$ cat src/rtl/serial_rx_word_pkg.sv
// ============================================================================
// Module   : serial_rx_word_pkg
// Brief    : Shared serial-link constants and receiver state type.
// Revision : 1.0 - initial release
// ============================================================================
`default_nettype none

package serial_rx_word_pkg;

    localparam int WORD_W = 27;
    localparam int CNT_W  = $clog2(WORD_W);

    typedef enum logic [0:0] {
        IDLE = 1'b0,
        RECV = 1'b1
    } rx_state_t;

endpackage : serial_rx_word_pkg

`default_nettype wire

$ cat src/rtl/serial_rx_word.sv
// ============================================================================
// Module   : serial_rx_word
// Brief    : Enable-qualified serial receiver, MSB-first frames to WIDTH-bit words.
// Revision : 1.0 - initial release
// ============================================================================
`default_nettype none

module serial_rx_word
    import serial_rx_word_pkg::*;
#(
    parameter int WIDTH = WORD_W
) (
    input  logic             clk_i,
    input  logic             rst_i,
    input  logic             data_i,
    input  logic             ena_i,
    output logic [WIDTH-1:0] data_o,
    output logic             valid_o,
    output logic             busy_o,
    output logic             err_o
);

    // Counter keeps at least one bit so a WIDTH=1 build still elaborates.
    localparam int             CW   = (WIDTH > 1) ? $clog2(WIDTH) : 1;
    localparam logic [CW-1:0]  LAST = CW'(WIDTH - 1);

    rx_state_t        state_q, state_d;
    logic [CW-1:0]    cnt_q, cnt_d;
    logic [WIDTH-1:0] shreg_q, shreg_d;
    logic [WIDTH-1:0] data_q, data_d;
    logic             valid_q, valid_d;
    logic             err_q, err_d;
    logic [WIDTH-1:0] w_word;

    generate
        if (WIDTH > 1) begin : g_wide
            assign w_word = {shreg_q[WIDTH-2:0], data_i};
        end else begin : g_narrow
            assign w_word = data_i;
        end
    endgenerate

    always_comb begin
        state_d = state_q;
        cnt_d   = cnt_q;
        shreg_d = shreg_q;
        data_d  = data_q;
        valid_d = 1'b0;
        err_d   = 1'b0;
        case (state_q)
            IDLE: begin
                if (ena_i) begin
                    shreg_d = w_word;
                    if (WIDTH == 1) begin
                        data_d  = w_word;
                        valid_d = 1'b1;
                    end else begin
                        cnt_d   = CW'(1);
                        state_d = RECV;
                    end
                end
            end
            RECV: begin
                if (ena_i) begin
                    shreg_d = w_word;
                    if (cnt_q == LAST) begin
                        data_d  = w_word;
                        valid_d = 1'b1;
                        cnt_d   = '0;
                        state_d = IDLE;
                    end else begin
                        cnt_d = cnt_q + CW'(1);
                    end
                end else begin
                    // Enable dropped mid-frame: abandon the partial word.
                    err_d   = 1'b1;
                    cnt_d   = '0;
                    state_d = IDLE;
                end
            end
            default: begin
                cnt_d   = '0;
                state_d = IDLE;
            end
        endcase
    end

    always_ff @(posedge clk_i) begin
        if (rst_i) begin
            state_q <= IDLE;
            cnt_q   <= '0;
            shreg_q <= '0;
            data_q  <= '0;
            valid_q <= 1'b0;
            err_q   <= 1'b0;
        end else begin
            state_q <= state_d;
            cnt_q   <= cnt_d;
            shreg_q <= shreg_d;
            data_q  <= data_d;
            valid_q <= valid_d;
            err_q   <= err_d;
        end
    end

    assign data_o  = data_q;
    assign valid_o = valid_q;
    assign err_o   = err_q;
    assign busy_o  = (state_q == RECV);

endmodule : serial_rx_word

`default_nettype wire

$ cat config.mk
export PLATFORM = sky130hd
export DESIGN_NAME = serial_rx_word
export DESIGN_NICKNAME = d
export VERILOG_FILES = /design/src/rtl/serial_rx_word_pkg.sv /design/src/rtl/serial_rx_word.sv
export SDC_FILE = /design/constraint.sdc
export NUM_CORES = 1
export LEC_CHECK = 0
export BUFFER_PORTS_ARGS = -buffer_cell sky130_fd_sc_hd__buf_2
export CORE_ASPECT_RATIO = 1.2
export CORE_MARGIN = 5
export CORE_UTILIZATION = 24
export CTS_BUF_LIST = sky130_fd_sc_hd__clkbuf_4
export CTS_CLUSTER_SIZE = 10
export DETAILED_ROUTE_END_ITERATION = 16
export PLACE_DENSITY = 0.43
export SLEW_MARGIN = 40
export SYNTH_ARGS = -nofsm -noshare
export SYNTH_HDL_FRONTEND = slang
export SYNTH_SLANG_ARGS = --single-unit
$ cat constraint.sdc
create_clock -name clk_i -period 2.66 [get_ports clk_i]
set_input_delay 0.266 -clock clk_i [delete_from_list [all_inputs] [get_ports clk_i]]
set_output_delay 0.266 -clock clk_i [all_outputs]
set_load 0.05 [all_outputs]
# Yosys cells after proc, flatten, opt, wreduce, memory -nomap -nowiden
# Index checks and enable logic that the tools add are counted.
# classes
n_eq_ne	2
div_mod_pow	0
multipliers	0
n_bitwise	2
reduce_logical	3
shifts	0
n_mux	11
n_addsub	1
order_cmp	0
# op_table
op	n
two-way mux 26 bit	1
two-way mux 5 bit	3
one-hot mux 5 bit (2 select lines)	1
adder 5 x 1 -> 5 bit, second input constant	1
== test 5 bit, second input constant	1
two-way mux 1 bit	5
AND reduction 3 bit	1
OR reduction 3 bit	1
inequality test 2 bit, second input constant	1
NOT 1 bit	2
one-hot mux 1 bit (2 select lines)	1
OR reduction 2 bit	1
# totals
rom_bits	0
latch_bits	0
register_bits	61
n_memories	0
ramBits	0
word_cells	25

# Depth between registers and ports, before layout
# logic_depth
ltp_word	4
ltp_mapped	7
mapped_depth_nobuf	5

# Worst setup path after synthesis
# Ideal clock, no wire load.
# synth_timing
kind	register to register
startpoint	register state_q (netlist: busy_o)
endpoint	register cnt_q[1]
path_stages_with_launch	5
path_slack_ps	1157
required_time_ps	2593
arrival_ps	1436
synth_period_minus_slack_ps	1503
path_buffers	1
path_cell_list	dfxtp_1 > nand2_1 > buf_2 > or3_1 > a21oi_2
# synth_between
elab_chain_len	2
word_cells_on_any_way	3
cone_classes	eq/ne: 1; mux: 1; bitwise: 1
# synth_rtl
element	line	rtl
from (decl)	serial_rx_word.sv:27	rx_state_t state_q, state_d;
from (signal assigned)	serial_rx_word.sv:97	state_q <= state_d;
NOT 1 bit	-	
one-hot mux 5 bit (2 select lines) or inequality test 2 bit (tied branches)	-	
to (signal assigned)	serial_rx_word.sv:98	cnt_q <= cnt_d;
to (decl)	serial_rx_word.sv:28	logic [CW-1:0] cnt_q, cnt_d;
# Several ways; a longest one is shown, not always the timed one.
# A chain may end at the register's enable or synchronous reset.

# Worst setup path after layout
# layout_timing
startpoint	register state_q (netlist: busy_o)
endpoint	register cnt_q[2]
# The elaborated chain is that of the path after synthesis.

==> out/qor.csv <==
metric;value;unit
status;completed;
synth_area;2330;um^2
p_leak;1.09;nW
synth.area.top_cells;dfxtp_1, mux2i_1, nand3_1;
die_y;118;um
start_kind;flop;
hpwl;3490;um
powerDensity;596;nW/um^2
skew;0.0137;ns
timing.final.crit_share;60.1;%
hold_path_depth;3;
clk_pin_slew;0.10;ns
fmax;626;MHz
rrSetupSlack;1.06;ns
core-area;9520;um^2
synthXorXnorAreaFrac;0;%
avgSynthCellArea;9.30;um^2
holdPathEnd;shreg_q[0]$_SDFFE_PP0P_;
r2r_start;busy_o$_SDFF_PP0_;
drv_slew;0;
hold_viol_final;0;
cp.arrival;1.92;ns
max_slew_margin;69.7;%
totalWireLength;5230;um
grtUsageTotal;9.68;%
ys_warn_count;0;
hold_start;data_i;
vias_per_cell;4.42;
setup_tns;0;ns
final_util;28.4;%
diodes;0;
cts_setup_buffers;0;
critPathTopFamily;simple AND/OR/NAND/NOR gates;
antenna_found_initial;0;
fin_crit;1.60;ns
clk_path_buf_depth;2;
worst_path_max_delay_cell;dfxtp_1;
multi_input_comb_area;960;um^2
first_pass_iters;4;
h-tree-depth;3;
crit_chain;and2_1 > buf_4 > nand4b_1 > a31oi_1;
synth_top_family_by_area;simple AND/OR/NAND/NOR gates;
crit_buf_inv;1;
yosys.area_share.simple;15.7;%
drive_above_1_share;20.1;%
fillers;1067;
synthDistinctLibCells;27;
grt_max_degree;26;
seqCellArea;1220;um^2
placed_area;2570;um^2
netlist_instances;250;
cts.sinks;61;
vias;1799;
wl_per_cell;12.9;um
area_growth;16.3;%
synth_top_area_share;52.5;%
endpoint_kind;flop;
drt_iter0_drc;53;
gp_congestion;0.704;
grt_overflow;0;
worst-r2r-cell-count;4;
drt.antenna.violating_nets;0;
design_area;2710;um^2
cts_tree;yes;
syn_nets;256;
synth_fa_ha_area_share;1.08;%
holdWs;0.138;ns
cts_root_buf;clkbuf_4;
port_buffers;33;
yosys-mux-area-fraction;11.2;%
cap_violations;0;
peakVddDrop;0.000207;V
rr_endpoint;cnt_q[2]$_SDFFE_PP0P_;
nNetsFinal;285;
cp_max_fo;19;
worstPathRequired;2.99;ns
row_count;39;
ys_seq_area_share;52.5;%
die-area;11800;um^2
grt_pass1_vias;1880;
path_class;flop to flop;
cts_resized;0;
critPathMaxStageDelay;0.47;ns
ys_seq_elements;61;
initial_core_util;24.4;%
ios;34;
hold_class;primary input to flop;
drt_drc_violations_left;0;
clkLatencyLatePin;0.39;ns
numCtsBuffers;9;
postCtsHoldBufs;0;
worstMarginPinSlew;0.455;ns
yosysTopAreaCell;dfxtp_1;
die_width;99.9;um
synth_compound_area_share;13.3;%
grt_pass1_wl;9070;um
rsz0062_at_grt;false;
finalSetupViolCount;0;
[cells in the final DEF, fill, tap and decap left out, types with 2 or more instances in the layout]
cell type	synthesis	layout
a21oi_1	28	28
a31oi_1	3	3
buf_2	9	33
buf_4	2	9
clkbuf_4	0	11
clkinv_1	0	2
dfxtp_1	61	61
ha_1	2	2
mux2i_1	26	26
nand2_1	6	6
nand3_1	29	29
nand4_1	2	2
nand4b_1	2	2
nor2_1	28	28
o21ai_0	27	27
or3_1	3	3
[metal layers]
layer / GRT usage (%) / part of all wire, % / wire [um]
met4: 4.87 / 2.2 / 116
met5: 0 / 0 / 0
met3: 2.67 / 3.3 / 175
met1: 11.4 / 46 / 2420
met2: 15.9 / 48 / 2520
[Yosys cell counts]
cell and instances:
clkbuf_1 8, nor2_1 28, nor3b_1 1, dfxtp_1 61, and4b_1 1, buf_2 9
a21oi_1 28, or3_1 3, nand4_1 2, nand3b_1 1, nand3_1 29, ha_1 2
nand2b_1 1, buf_4 2, o21ai_0 27, a31oi_1 3, buf_6 1, mux2i_1 26
inv_1 1, a21oi_2 1, buf_8 2, and2_1 1, a211oi_1 1, nor3_1 1
clkbuf_2 2, nand4b_1 2, nand2_1 6
[area by class of cell]
class                   instances  area share, %
clock buffers                  11           3.05
clock inverters                 5           1.90
inverters                       1          0.139
multi-input cells             164           35.5
flip-flops and latches         61           45.1
well taps                     123           5.69
repair buffers                 42           8.60
[stage by stage]
stage,std cells,setup slack [ns],power [W]
floorplan,250,1.16,0.000994
global placement,391,0.797,0.00101
detailed placement,391,0.787,0.00101
CTS,407,1.02,0.00165
global route,407,0.917,0.00169
finish,407,1.06,0.00161
[worst max path at each step]
stage | slack [ns] | endpoint | from | depth (start not counted)
after detailed placement | 0.79 | cnt_q[2]$_SDFFE_PP0P_ | ena_i | 5
after CTS | 1.02 | cnt_q[2]$_SDFFE_PP0P_ | busy_o$_SDFF_PP0_ | 4
after floorplan | 1.16 | cnt_q[1]$_SDFFE_PP0P_ | busy_o$_SDFF_PP0_ | 4
final | 1.06 | cnt_q[2]$_SDFFE_PP0P_ | busy_o$_SDFF_PP0_ | 4
after global routing | 0.92 | cnt_q[2]$_SDFFE_PP0P_ | busy_o$_SDFF_PP0_ | 4
after global placement | 0.80 | cnt_q[2]$_SDFFE_PP0P_ | ena_i | 5
[report_power, final]
| part | leakage, nW | internal (W) | total [W] | switching [W] |
|---|---|---|---|---|
| combinational | 0.519 | 0.0000190 | 0.0000652 | 0.0000462 |
| sequential | 0.492 | 0.000917 | 0.000922 | 0.00000458 |
| clock | 0.0759 | 0.000302 | 0.000626 | 0.000324 |
| total | 1.09 | 0.00124 | 0.00161 | 0.000375 |
[kinds of logic after synthesis]
logic type | after synthesis
compound gates | 60
fa+ha+maj | 2
buf+inv | 25
flops | 61
mux | 26
simple gates | 76
[state kept, by name (all words and copies together) (netlist names)]
signal and cells:
busy_o 1, cnt_q 5, data_o 27, err_o 1
shreg_q 26, valid_o 1
[worst reg2reg max path, cell delays in order (launching register included)]
cell and delay, ns:
dfxtp_1 0.47, and2_1 0.45, buf_4 0.33, nand4b_1 0.13, a31oi_1 0.16
Power figures use the tool's default switching activity.
